$ cat src/rtl/alu_pkg.sv
// Shared ALU definitions: operation codes, the N/Z/C/V flag record and
// the bit positions of each flag inside the packed 4-bit flag word.
package alu_pkg;

  localparam logic OP_ADD = 1'b0;
  localparam logic OP_SUB = 1'b1;

  // Packed so that a flags_t is exactly the 4-bit {N, Z, C, V} word.
  typedef struct packed {
    logic n;
    logic z;
    logic c;
    logic v;
  } flags_t;

  localparam int FLAG_N = 3;
  localparam int FLAG_Z = 2;
  localparam int FLAG_C = 1;
  localparam int FLAG_V = 0;

  function automatic flags_t make_flags(input logic n, input logic z,
                                        input logic c, input logic v);
    flags_t f;
    f.n = n;
    f.z = z;
    f.c = c;
    f.v = v;
    return f;
  endfunction

endpackage

$ cat src/rtl/addsub_pipe_2s_if.sv
// Operand/result bus of the pipelined adder/subtractor.
// The in_sat lane only exists when ADDSUB_SAT_EN is defined.
//
// Handshake: on both sides a beat transfers on a rising edge where
// valid && ready are both high. A producer holds valid and its payload
// stable until that edge; ready may be high without valid (no transfer).
interface addsub_pipe_2s_if #(
  parameter int WIDTH = 16,
  parameter int TAG_W = 5
);

  logic             in_valid;
  logic             in_ready;
  logic [WIDTH-1:0] in_x;
  logic [WIDTH-1:0] in_y;
  logic             in_sub;
  logic [TAG_W-1:0] in_tag;
`ifdef ADDSUB_SAT_EN
  logic             in_sat;
`endif
  logic             out_valid;
  logic             out_ready;
  logic [WIDTH-1:0] out_s;
  logic [3:0]       out_flags;
  logic [TAG_W-1:0] out_tag;

`ifdef ADDSUB_SAT_EN
  modport master (
    output in_valid, in_x, in_y, in_sub, in_tag, in_sat, out_ready,
    input  in_ready, out_valid, out_s, out_flags, out_tag
  );
  modport slave (
    input  in_valid, in_x, in_y, in_sub, in_tag, in_sat, out_ready,
    output in_ready, out_valid, out_s, out_flags, out_tag
  );
`else
  modport master (
    output in_valid, in_x, in_y, in_sub, in_tag, out_ready,
    input  in_ready, out_valid, out_s, out_flags, out_tag
  );
  modport slave (
    input  in_valid, in_x, in_y, in_sub, in_tag, out_ready,
    output in_ready, out_valid, out_s, out_flags, out_tag
  );
`endif

endinterface

$ cat src/rtl/addsub_seg.sv
// One SEG_W-bit ripple segment of the adder. Purely combinational; also
// reports the carry entering its top bit so the final segment can form V.
module addsub_seg #(
  parameter int SEG_W = 4
) (
  input  logic [SEG_W-1:0] x,
  input  logic [SEG_W-1:0] y,
  input  logic             cin,
  output logic [SEG_W-1:0] s,
  output logic             cout,
  output logic             c_msb_in
);

  logic [SEG_W:0] sum;

  assign sum      = {1'b0, x} + {1'b0, y} + {{SEG_W{1'b0}}, cin};
  assign s        = sum[SEG_W-1:0];
  assign cout     = sum[SEG_W];
  // Sum bit = x ^ y ^ carry_in, so the carry into the top bit is recovered
  // from the top sum bit.
  assign c_msb_in = s[SEG_W-1] ^ x[SEG_W-1] ^ y[SEG_W-1];

endmodule

$ cat src/rtl/addsub_pipe_2s.sv
// Pipelined two's-complement adder/subtractor.
// WIDTH bits are resolved SEG_W bits per stage over STAGES = WIDTH/SEG_W
// stages, then a result register forms N/Z/C/V. Latency is STAGES cycles.
// Whole pipe stalls while a result is presented and not taken.
// Optional feature: define ADDSUB_SAT_EN to add per-beat saturation (in_sat).
module addsub_pipe_2s
  import alu_pkg::*;
#(
  parameter int WIDTH = 16,
  parameter int SEG_W = 4,
  parameter int TAG_W = 5
) (
  input logic clk,
  input logic rst,
  addsub_pipe_2s_if.slave bus
);

  localparam int STAGES = WIDTH / SEG_W;
  localparam int LAST   = STAGES - 1;

  // Everything advances together; the pipe only freezes when the result
  // register holds a beat the consumer has not taken yet.
  logic adv;

  // Stage registers: operand copies travel forward so later stages can
  // pick their segment; s_q accumulates the already-resolved sum bits.
  logic             valid_q [STAGES];
  logic [WIDTH-1:0] x_q     [STAGES];
  logic [WIDTH-1:0] y_q     [STAGES];
  logic [WIDTH-1:0] s_q     [STAGES];
  logic             c_q     [STAGES];
  logic             cmsb_q  [STAGES];
  logic [TAG_W-1:0] tag_q   [STAGES];
`ifdef ADDSUB_SAT_EN
  logic             sat_q   [STAGES];
  logic             sat_src [STAGES];
`endif

  // Per-stage sources (bus for stage 0, previous stage otherwise).
  logic             v_src    [STAGES];
  logic [WIDTH-1:0] x_src    [STAGES];
  logic [WIDTH-1:0] y_src    [STAGES];
  logic [TAG_W-1:0] tag_src  [STAGES];
  logic [WIDTH-1:0] s_base   [STAGES];
  logic [WIDTH-1:0] s_ins    [STAGES];
  logic [SEG_W-1:0] seg_x    [STAGES];
  logic [SEG_W-1:0] seg_y    [STAGES];
  logic             seg_cin  [STAGES];
  logic [SEG_W-1:0] seg_s    [STAGES];
  logic             seg_cout [STAGES];
  logic             seg_cmsb [STAGES];

  // Y is inverted once on entry for subtraction; carry-in supplies the +1.
  logic [WIDTH-1:0] y_eff_in;
  assign y_eff_in = bus.in_y ^ {WIDTH{bus.in_sub == OP_SUB}};

  logic             out_valid_q;
  logic [WIDTH-1:0] out_s_q;
  flags_t           out_flags_q;
  logic [TAG_W-1:0] out_tag_q;

  assign adv          = !out_valid_q || bus.out_ready;
  assign bus.in_ready = adv;

  for (genvar k = 0; k < STAGES; k++) begin : g_stage
    if (k == 0) begin : g_head
      assign v_src[k]   = bus.in_valid;
      assign x_src[k]   = bus.in_x;
      assign y_src[k]   = y_eff_in;
      assign tag_src[k] = bus.in_tag;
      assign s_base[k]  = '0;
      assign seg_x[k]   = bus.in_x[SEG_W-1:0];
      assign seg_y[k]   = y_eff_in[SEG_W-1:0];
      assign seg_cin[k] = bus.in_sub;
`ifdef ADDSUB_SAT_EN
      assign sat_src[k] = bus.in_sat;
`endif
    end else begin : g_body
      assign v_src[k]   = valid_q[k-1];
      assign x_src[k]   = x_q[k-1];
      assign y_src[k]   = y_q[k-1];
      assign tag_src[k] = tag_q[k-1];
      assign s_base[k]  = s_q[k-1];
      assign seg_x[k]   = x_q[k-1][k*SEG_W +: SEG_W];
      assign seg_y[k]   = y_q[k-1][k*SEG_W +: SEG_W];
      assign seg_cin[k] = c_q[k-1];
`ifdef ADDSUB_SAT_EN
      assign sat_src[k] = sat_q[k-1];
`endif
    end

    addsub_seg #(.SEG_W(SEG_W)) u_seg (
      .x        (seg_x[k]),
      .y        (seg_y[k]),
      .cin      (seg_cin[k]),
      .s        (seg_s[k]),
      .cout     (seg_cout[k]),
      .c_msb_in (seg_cmsb[k])
    );
  end

  // Merge each stage's freshly resolved segment into the travelling sum.
  always_comb begin
    for (int k = 0; k < STAGES; k++) begin
      s_ins[k] = s_base[k];
      s_ins[k][k*SEG_W +: SEG_W] = seg_s[k];
    end
  end

  // Stage registers: shift one place per advancing cycle, bubbles included.
  always_ff @(posedge clk) begin
    if (rst) begin
      for (int k = 0; k < STAGES; k++) begin
        valid_q[k] <= 1'b0;
        x_q[k]     <= '0;
        y_q[k]     <= '0;
        s_q[k]     <= '0;
        c_q[k]     <= 1'b0;
        cmsb_q[k]  <= 1'b0;
        tag_q[k]   <= '0;
`ifdef ADDSUB_SAT_EN
        sat_q[k]   <= 1'b0;
`endif
      end
    end else if (adv) begin
      for (int k = 0; k < STAGES; k++) begin
        valid_q[k] <= v_src[k];
        x_q[k]     <= x_src[k];
        y_q[k]     <= y_src[k];
        s_q[k]     <= s_ins[k];
        c_q[k]     <= seg_cout[k];
        cmsb_q[k]  <= seg_cmsb[k];
        tag_q[k]   <= tag_src[k];
`ifdef ADDSUB_SAT_EN
        sat_q[k]   <= sat_src[k];
`endif
      end
    end
  end

  // Final result and flags. C/V come from the raw wrapped add; N/Z look
  // at the value actually delivered (post-saturation when enabled).
  logic             raw_v;
  logic [WIDTH-1:0] res;
  flags_t           flags_d;

  assign raw_v = cmsb_q[LAST] ^ c_q[LAST];

`ifdef ADDSUB_SAT_EN
  // Overflow direction follows the sign of X: positive overflow is only
  // possible with X non-negative, negative overflow only with X negative.
  always_comb begin
    res = s_q[LAST];
    if (sat_q[LAST] && raw_v) begin
      res = x_q[LAST][WIDTH-1] ? {1'b1, {(WIDTH-1){1'b0}}}
                               : {1'b0, {(WIDTH-1){1'b1}}};
    end
  end
`else
  assign res = s_q[LAST];
`endif

  assign flags_d = make_flags(res[WIDTH-1], res == '0, c_q[LAST], raw_v);

  // Result register: loads on advance; payload only changes with a real
  // beat so the presented result stays put while stalled.
  always_ff @(posedge clk) begin
    if (rst) begin
      out_valid_q <= 1'b0;
      out_s_q     <= '0;
      out_flags_q <= '0;
      out_tag_q   <= '0;
    end else if (adv) begin
      out_valid_q <= valid_q[LAST];
      if (valid_q[LAST]) begin
        out_s_q     <= res;
        out_flags_q <= flags_d;
        out_tag_q   <= tag_q[LAST];
      end
    end
  end

  assign bus.out_valid = out_valid_q;
  assign bus.out_s     = out_s_q;
  assign bus.out_flags = out_flags_q;
  assign bus.out_tag   = out_tag_q;

endmodule

$ cat src/flat_wrapper.sv
// flat-port wrapper written by rule: the top's interface ports become plain ports
module addsub_pipe_2s_flat import alu_pkg::*;
#(
  parameter int WIDTH = 16,
  parameter int SEG_W = 4,
  parameter int TAG_W = 5
)
  (clk, rst, bus_in_valid, bus_in_x, bus_in_y, bus_in_sub, bus_in_tag, bus_out_ready, bus_in_ready, bus_out_valid, bus_out_s, bus_out_flags, bus_out_tag);
  addsub_pipe_2s_if #(.WIDTH(WIDTH), .TAG_W(TAG_W)) bus_i ();
  input logic clk;
  input logic rst;
  input wire logic [$bits(bus_i.in_valid)-1:0] bus_in_valid;
  input wire logic [$bits(bus_i.in_x)-1:0] bus_in_x;
  input wire logic [$bits(bus_i.in_y)-1:0] bus_in_y;
  input wire logic [$bits(bus_i.in_sub)-1:0] bus_in_sub;
  input wire logic [$bits(bus_i.in_tag)-1:0] bus_in_tag;
  input wire logic [$bits(bus_i.out_ready)-1:0] bus_out_ready;
  output wire logic [$bits(bus_i.in_ready)-1:0] bus_in_ready;
  output wire logic [$bits(bus_i.out_valid)-1:0] bus_out_valid;
  output wire logic [$bits(bus_i.out_s)-1:0] bus_out_s;
  output wire logic [$bits(bus_i.out_flags)-1:0] bus_out_flags;
  output wire logic [$bits(bus_i.out_tag)-1:0] bus_out_tag;
  assign bus_i.in_valid = bus_in_valid;
  assign bus_i.in_x = bus_in_x;
  assign bus_i.in_y = bus_in_y;
  assign bus_i.in_sub = bus_in_sub;
  assign bus_i.in_tag = bus_in_tag;
  assign bus_i.out_ready = bus_out_ready;
  assign bus_in_ready = bus_i.in_ready;
  assign bus_out_valid = bus_i.out_valid;
  assign bus_out_s = bus_i.out_s;
  assign bus_out_flags = bus_i.out_flags;
  assign bus_out_tag = bus_i.out_tag;
  addsub_pipe_2s #(.WIDTH(WIDTH), .SEG_W(SEG_W), .TAG_W(TAG_W)) u_core (.clk(clk), .rst(rst), .bus(bus_i));
endmodule
$ cat config.mk
export PLATFORM = sky130hd
export DESIGN_NAME = addsub_pipe_2s_flat
export DESIGN_NICKNAME = d
export VERILOG_FILES = /design/src/rtl/alu_pkg.sv /design/src/rtl/addsub_pipe_2s_if.sv /design/src/rtl/addsub_seg.sv /design/src/rtl/addsub_pipe_2s.sv /design/src/flat_wrapper.sv
export SDC_FILE = /design/constraint.sdc
export NUM_CORES = 1
export LEC_CHECK = 0
export CAP_MARGIN = 5
export CELL_PAD_IN_SITES_DETAIL_PLACEMENT = 1
export CELL_PAD_IN_SITES_GLOBAL_PLACEMENT = 1
export CORE_MARGIN = 5
export CORE_UTILIZATION = 45
export DETAILED_ROUTE_END_ITERATION = 7
export GPL_TIMING_DRIVEN = 0
export PLACE_DENSITY_LB_ADDON = 0.05
export SLEW_MARGIN = 0
export SYNTH_ARGS = -nofsm -noshare
export SYNTH_HDL_FRONTEND = slang
export SYNTH_SLANG_ARGS = --single-unit
$ cat constraint.sdc
create_clock -name clk -period 5.55 [get_ports clk]
set_input_delay 1.11 -clock clk [delete_from_list [all_inputs] [get_ports clk]]
set_output_delay 1.11 -clock clk [all_outputs]
set_load 0.05 [all_outputs]
-- Yosys cells after proc, flatten, opt, wreduce, memory -nomap -nowiden
Memories as Yosys holds them, arrays and structs flattened. A register that Yosys moved wholly into a read port is not among the register bits.
Index checks and enable logic that the tools add are counted.
Widths: inputs -> output; s select.
- output and inout bits: 27
- memories: 7
- word-level logic and storage cells: 96
- register bits after elaboration: 21
- RAM bits: 224
- reductions and logical operators: 4
- bitwise logic cells: 38
- add/subtract/negate cells: 8
- mux-type cells: 33
- memory list (memory ; depth ; bits a word ; rd ports ; clocked after Yosys merged registers in ; wr ports ; RTL line ; source):
    u_core.s_q ; 4 ; 16 ; 4 ; 0 ; 4 ; addsub_pipe_2s.sv:30 ; logic [WIDTH-1:0] s_q [STAGES];
    u_core.x_q ; 4 ; 16 ; 3 ; 0 ; 4 ; addsub_pipe_2s.sv:28 ; logic [WIDTH-1:0] x_q [STAGES];
    u_core.y_q ; 4 ; 16 ; 3 ; 0 ; 4 ; addsub_pipe_2s.sv:29 ; logic [WIDTH-1:0] y_q [STAGES];
    u_core.tag_q ; 4 ; 5 ; 4 ; 1 ; 4 ; addsub_pipe_2s.sv:33 ; logic [TAG_W-1:0] tag_q [STAGES];
    u_core.c_q ; 4 ; 1 ; 4 ; 0 ; 4 ; addsub_pipe_2s.sv:31 ; logic c_q [STAGES];
    u_core.cmsb_q ; 4 ; 1 ; 1 ; 0 ; 4 ; addsub_pipe_2s.sv:32 ; logic cmsb_q [STAGES];
    1 more memories ; n/a ; n/a ; n/a ; n/a ; n/a ; n/a ;
- operator list (cell ; count):
    $mux 16 ; 12
    $or 1x1->1 ; 28
    $add 4x4->5 ; 4
    $add 5x1->5 ; 4
    $mux 5 ; 4
    $mux 1 ; 17
    $logic_not 16->1 ; 1
    $xor 16x16->16 ; 1
    $xor 1x1->1 ; 9
    $reduce_and 2->1 ; 1
    $logic_not 1->1 ; 1
    $logic_or 1x1->1 ; 1

-- Depth between registers and ports, before layout
Gate-level depths: netlist of run 1.
- word-level depth: 6
- gate-level depth with buffers: 8
- depth with buffers taken out: 7

-- Hierarchy
A second synthesis of run 1 with hierarchy kept.
- cell total of the unflattened synthesis: 463
- area, all modules: 6343.6 um^2
- by module, submodules not included (module ; cells each ; area an instance (um^2) ; times used ; sequential area each (um^2)):
    addsub_pipe_2s ; 387 ; 5632.9 ; 1 ; 4013.8
    addsub_seg ; 19 ; 177.7 ; 4 ; 0.0

-- Worst setup path before layout of run 1
OpenSTA, ideal clock, no wires.
- kind: in2reg
- from: in rst
- to: mem u_core.c_q[0][0] (enable)
- library setup time: 0.496 ns
- arrival: 4.038 ns
- path slack: 1.016 ns
- path buffers: 1
- cell stages on the path: 2
- data required time: 5.054 ns
- path through: buf_6 > nand2b_1
- RTL lines (element ; RTL line ; source):
    start: declaration ; flat_wrapper.sv:11 ; input logic rst;
    end: declaration ; addsub_pipe_2s.sv:31 ;

-- Final worst setup path of run 1
- from: in bus_out_ready
- to: out bus_in_ready
- longest elaborated chain between the ends: 1
- ends and longest elaborated chain (element ; RTL line ; source):
    start: declaration ; flat_wrapper.sv:17 ; input wire logic [$bits(bus_i.out_ready)-1:0] bus_out_ready;
    $logic_or 1x1->1 ; addsub_pipe_2s.sv:62 ; assign adv = !out_valid_q || bus.out_ready;
    end: declaration ; flat_wrapper.sv:18 ; output wire logic [$bits(bus_i.in_ready)-1:0] bus_in_ready;
Every way passes these cells.

==> summary.md, run 1 <==
| Metric | Value |
|---|---|
| DRC viols | `0` |
| Total gr overflow | `0` |
| Final antenna-violating net count | `0` |
| Cells after Synth | `456` |
| Seq/Total Area, Yosys | `67.89%` |
| CP Data Required Time | `4.44 ns` |
| IO Port Bufs | `66` |
| Number of detailed-route iterations in the first pass | `4` |
| Ratio of cells with drive above 1 in the final layout | `7.568%` |
| WL/cell | `14.60 µm` |
| CTS buffer count | `17` |
| Setup TNS | `0 ns` |
| Worst Setup End Kind | `primary output` |
| Antenna diode count | `0` |
| Peak supply drop | `0.1796 mV` |
| Synth area leaders | `edfxtp_1, and2_1, dfxtp_1, nand2_1, xnor2_1` |
| Rel. slew slack | `59.37%` |
| Clk sinks | `142` |
| Multiplexer share of the synthesized area | `0.1693%` |
| Finished Layout Cells | `727` |
| Post-placement cell count | `695` |
| Core ar. | `12770 µm²` |
| Largest family of logic cells by synthesized area | `simple AND/OR/NAND/NOR gates` |
| Synth unique cells | `33` |
| WS Path Type | `primary input to primary output` |
| Fill cells | `1315` |
| Synth top area share | `59.43%` |
| Worst Setup Start Kind | `primary input` |
| Largest area contributor in the netlist | `edfxtp_1` |
| Outcome | `completed` |
| First-pass GRT wire length | `17860 µm` |
| Gpl congestion | `0.7635` |
| Root Buffer | `clkbuf_16` |
| Number of post-CTS setup repair buffers | `0` |
| Critical path peak fanout | `4` |
| Area of the mapped netlist | `5912 µm²` |
| Max-cap violations | `0` |
| Initial Util | `46.28%` |
| Xor/xnor cell area share of the yosys netlist | `3.556%` |
| Simple-gate share of the synthesized area | `16.63%` |
| Area Growth Syn to Fin | `23.75%` |
| Die area | `15530 µm²` |
| Die outline height | `124.6 µm` |
| Ys Warns | `0` |
| Pleak | `2.845 nW` |
| Worst Skew | `0.006123 ns` |
| Vias in the first global route | `3777` |
| Via count | `3461` |
| Dominant synthesized flop cell | `edfxtp_1` |
| Final hold vios | `0` |
| IO Count | `69` |
| Chip width | `124.6 µm` |
| GRT Util Overall | `14.60%` |
| Syn avg cell area | `12.96 µm²` |
| Fin. max-slew vios | `0` |
| Synth async-reset ratio | `0%` |
| Largest net degree at the start of global routing | `75` |
| Skew-Pair Late Insertion Delay | `0.41 ns` |
| Routed WL | `10610 µm` |
| Pwr dens | `319.3 nW/µm²` |
| Final Cycle Share | `66.74%` |
| FMAX | `0.2700 GHz` |
| Synth Area in Compound Gates | `3.386%` |
| Syn_nets | `517` |
| Synth top cells by count | `edfxtp_1, and2_1, nand2_1` |
| DR vias/cell | `4.761` |
| # setup viols final | `0` |
| Crit path time final | `3.704 ns` |
| Antenna violations before repair | `0` |
| # rows | `41` |
| H-tree Lvls | `4` |
| Cell with the most instances after synthesis | `edfxtp_1` |
| Post-DP HPWL | `7754 µm` |
| Initial DRC Count | `207` |
| Adder-cell share of the synthesized area | `4.910%` |
| Clock Path Buffers | `2` |
| Layout Nets | `603` |
| Post-synth EDFFs | `117` |
| Post-cts repair resize count | `0` |
| RSZ-0062 raised after global routing | `false` |
| Hold-fix buffers, CTS | `0` |
| Yosys reg bits | `142` |
| Tightest Pin Transition | `0.6095 ns` |
| CP arrival | `2.59 ns` |
| Clk pin slew, worst setup/hold paths | `0.05 ns` |
| CTS tree | `done` |
| Worst min path class | `flip-flop to flip-flop` |
[layout make-up]
type                            count  area (µm²)  area share [%]
Buffer                             24       125.1           1.710
Clock buffer                       22       444.2           6.071
Clock inverter                     10       48.80          0.6670
Inverter                           21       78.83           1.077
Multi-Input combinational cell    269        1702           23.26
Sequential cell                   142        4014           54.87
Tap cell                          172       215.2           2.942
Timing Repair Buffer               67       688.2           9.407
[placed cells by master (no fill, tap or decap)]
cell and count:
clkbuf_2 1, edfxtp_1 117, clkinv_1 1, clkbuf_16 17, or4_1 1, nor2_1 31
nor2b_4 1, buf_2 6, nand2b_1 1, nor4b_1 1, fa_1 7, mux2i_1 1
dfxtp_1 25, inv_1 20, and3_1 1, a211oi_1 1, xor2_1 5, nand4_1 1
ha_1 12, inv_2 1, and2_1 86, nand2b_4 2, clkdlybuf4s50_1 66, xnor2_1 19
clkbuf_1 18, a21oi_1 30, clkinv_2 9, o21ai_0 6, buf_16 1, buf_4 1
nor4_1 2, buf_6 3, nand2_1 47, a21o_1 1, nor3_1 4, nand3b_1 1
nor2b_1 7, o21ai_1 1
[path summary, 6_finish.rpt]
kind / from / end / slack [ns] / cells past startpoint
setup / recovery: bus_out_ready / bus_in_ready / 1.85 / 4
hold / removal: u_core.bus.out_s[4] / u_core.bus.out_s[4] / 0.45 / 2
setup reg to reg: u_core.x_q[0][44] / u_core.c_q[0][3] / 3.69 / 6
hold reg to reg: u_core.bus.out_s[4] / u_core.bus.out_s[4] / 0.45 / 2
[report_power, final]
group	internal, W	total, W	switching (W)
Sequential	0.00121	0.00123	0.0000173
Clock	0.000560	0.000951	0.000390
Combinational	0.0000805	0.000158	0.0000774
Total	0.00185	0.00234	0.000485
[through the flow]
step | setup slack [ns] | power [W] | util [%] | hold slack, ns | cell area (µm²)
after global routing | 1.800 | 0.002434 | 57.27 | 0.4623 | 7316
final | 1.846 | 0.002336 | 57.27 | 0.4517 | 7316
after detailed placement | 1.839 | 0.001412 | 53.41 | 0.4467 | 6823
after floorplan | 1.016 | 0.001341 | - | 0.4712 | 5912
after global placement | -0.2395 | 0.001401 | 53.14 | 0.4432 | 6788
after CTS | 1.833 | 0.002365 | 57.27 | 0.4541 | 7316
[sequential cells by signal, indices dropped and copies added, names as in the netlist]
register,flops
u_core.bus.out_tag,5
u_core.tag_q,20
u_core.cmsb_q,1
u_core.y_q,24
u_core.c_q,4
u_core.x_q,24
u_core.valid_q,4
u_core.bus.out_s,15
u_core.bus.out_valid,1
u_core.bus.out_flags,4
u_core.s_q,40
[logic make-up (layout without fill, tap and decap cells)]
| logic type | count (synthesis) | in the layout |
|---|---|---|
| AO/OA/AOI/OAI | 39 | 39 |
| XOR/XNOR | 24 | 24 |
| multiplexers | 1 | 1 |
| AND/OR/NAND/NOR | 186 | 186 |
| flip-flops | 142 | 142 |
| buffers and inverters | 45 | 144 |
| adder cells (fa/ha/maj) | 19 | 19 |
[critical path, cell delays in order]
cell             delay (ns)
clkdlybuf4s50_1        0.51
nor2b_4                0.07
inv_2                  0.10
clkdlybuf4s50_1        0.81
[layer usage]
metal | GRT usage (%) | routed length [µm]
met4 | 6.447 | 178
met3 | 5.060 | 553
met1 | 14.97 | 4172
met5 | 0 | 0
met2 | 26.69 | 5710
Note: power is estimated with default switching activity, not from simulation.
==> run 2, diff against run 1 <==
==> constraint.sdc (replaced) <==
create_clock -name clk -period 3.6 [get_ports clk]
set_input_delay 0.72 -clock clk [delete_from_list [all_inputs] [get_ports clk]]
set_output_delay 0.72 -clock clk [all_outputs]
set_load 0.05 [all_outputs]
==> summary.md, run 2 (synthesis results as in run 1) <==
| Metric | Value |
|---|---|
| Outcome | `completed` |
| Core ar. | `12770 µm² (unchanged)` |
| Skew-Pair Late Insertion Delay | `0.42 ns (about the same)` |
| Clk pin slew, worst setup/hold paths | `0.05 ns (about the same)` |
| WL/cell | `14.60 µm (about the same)` |
| CTS tree | `done` |
| Antenna violations before repair | `0 (unchanged)` |
| Vias in the first global route | `3711 (-1.7%)` |
| Die outline height | `124.6 µm (unchanged)` |
| Slowest CP cell | `clkdlybuf4s50_1` |
| Largest net degree at the start of global routing | `75 (unchanged)` |
| Clock Path Buffers | `2 (unchanged)` |
| Number of post-CTS setup repair buffers | `0 (unchanged)` |
| WS Path Type | `primary input to primary output` |
| Area Growth Syn to Fin | `23.66% (about the same)` |
| CP Data Required Time | `2.88 ns (-1.56 ns)` |
| Crit path cell chain | `clkdlybuf4s50_1 > nor2b_4 > inv_2 > clkdlybuf4s50_1` |
| CTS buffer count | `17 (unchanged)` |
| Worst Setup Start Kind | `primary input` |
| GRT Util Overall | `14.61% (+0.016 points)` |
| Total gr overflow | `0 (unchanged)` |
| Worst Setup End Kind | `primary output` |
| Max FFs per register | `40 (unchanged)` |
| RSZ-0062 raised after global routing | `false` |
| FF+latch area | `4014 µm² (unchanged)` |
| CP most frequent cell | `clkdlybuf4s50_1` |
| H-tree Lvls | `4 (unchanged)` |
| Rel. slew slack | `59.40% (about the same)` |
| Gpl congestion | `0.7746 (+1.5%)` |
| # setup viols final | `0 (unchanged)` |
| CP arrival | `2.21 ns (-0.38 ns)` |
| Biggest regs | `u_core.s_q: 40 flops, u_core.x_q: 24 flops, u_core.y_q: 24 flops` |
| Post-layout instance area | `7311 µm² (about the same)` |
| Commonest non-fill, non-tap cell in the layout | `edfxtp_1` |
| DRC viols | `0 (unchanged)` |
| Final hold slack | `0.4522 ns (+0.0005540 ns)` |
| Post-DP HPWL | `7704 µm (-0.65%)` |
| Max incr delay on CP | `0.82 ns (about the same)` |
| Die area | `15530 µm² (unchanged)` |
| Clk sinks | `142 (unchanged)` |
| Ratio of cells with drive above 1 in the final layout | `7.040% (-0.53 points)` |
| Chip width | `124.6 µm (unchanged)` |
| First-pass GRT wire length | `17680 µm (-1.0%)` |
| DR vias/cell | `4.755 (-0.12%)` |
| FMAX | `0.3409 GHz` |
| Post-cts repair resize count | `0 (unchanged)` |
| Layout Nets | `603 (unchanged)` |
| Number of detailed-route iterations in the first pass | `4 (unchanged)` |
| Tightest Pin Transition | `0.6090 ns (-0.0004132 ns)` |
| Crit path time final | `2.933 ns` |
| Root Buffer | `clkbuf_16` |
| Initial DRC Count | `199 (-3.9%)` |
| Final antenna-violating net count | `0 (unchanged)` |
| Pleak | `2.834 nW (-0.39%)` |
| IO Port Bufs | `66 (unchanged)` |
| Routed WL | `10600 µm (-0.12%)` |
| # rows | `41 (unchanged)` |
| Worst min path class | `flip-flop to flip-flop` |
| Cell Area, Placed | `6823 µm² (unchanged)` |
| Initial Util | `46.28% (unchanged)` |
| Fill cells | `1296 (-1.4%)` |
| Max-cap violations | `0 (unchanged)` |
| Worst Skew | `0.005591 ns (-0.0005327 ns)` |
| Hold-fix buffers, CTS | `0 (unchanged)` |
| Critical path peak fanout | `4 (unchanged)` |
| Most frequent cells in the layout | `edfxtp_1, and2_1, clkdlybuf4s50_1, nand2_1, nor2_1` |
| Multi-input combinational cell area | `1702 µm² (unchanged)` |
| Peak supply drop | `0.3483 mV (+94%)` |
| IO Count | `69 (unchanged)` |
| Biggest register | `u_core.s_q` |
| Pwr dens | `492.8 nW/µm² (+54%)` |
| Antenna diode count | `0 (unchanged)` |
| Power, Total | `0.003603 W (+54%)` |
| Via count | `3452 (-0.26%)` |
| Final hold vios | `0 (unchanged)` |
| Fin. max-slew vios | `0 (unchanged)` |
| Final Cycle Share | `81.48%` |
[run 2: final timing paths]
path                       startpoint                  end  slack (ns)  cells past startpoint
setup / recovery        bus_out_ready         bus_in_ready        0.67                      4
hold / removal    u_core.bus.out_s[4]  u_core.bus.out_s[4]        0.45                      2
setup reg to reg     u_core.x_q[0][4]     u_core.c_q[0][1]        1.75                      7
hold reg to reg   u_core.bus.out_s[4]  u_core.bus.out_s[4]        0.45                      2
[run 2: stage by stage]
step / TNS, ns / std cells / worst slack (ns) / util (%)
2_1_floorplan: 0 / 456 / 0.8201 / -
3_3_place_gp: -5.939 / 694 / -0.05359 / 53.16
3_5_place_dp: 0 / 695 / 0.6551 / 53.41
4_1_cts: 0 / 726 / 0.6540 / 57.23
5_1_grt: 0 / 726 / 0.6166 / 57.23
6_report: 0 / 726 / 0.6669 / 57.23
[run 2: layout make-up]
type | instances | share of cell area (%)
Multi-Input combinational cell | 269 | 23.28
Timing Repair Buffer | 67 | 9.413
Inverter | 21 | 1.078
Sequential cell | 142 | 54.90
Clock inverter | 12 | 0.7530
Tap cell | 172 | 2.944
Clock buffer | 19 | 5.922
Buffer | 24 | 1.711
[run 2: where the power goes]
| group | internal (W) | switching, W | leakage [nW] | total [W] |
|---|---|---|---|---|
| logic | 0.000124 | 0.000119 | 0.998 | 0.000244 |
| clock network | 0.000851 | 0.000617 | 0.241 | 0.00147 |
| registers | 0.00187 | 0.0000265 | 1.59 | 0.00189 |
| total | 0.00284 | 0.000763 | 2.83 | 0.00360 |
[run 2: per-layer routing]
| layer | global-route usage [%] | part of all wire (%) |
|---|---|---|
| met5 | 0 | 0 |
| met1 | 15.75 | 40 |
| met3 | 4.889 | 4.6 |
| met4 | 6.963 | 2.0 |
| met2 | 25.73 | 53 |
[run 2: worst max-delay path: cells and delay by family]
family                 cells  cell delay (ns)
buffers and inverters      3             1.42
and+or+nand+nor            1             0.07
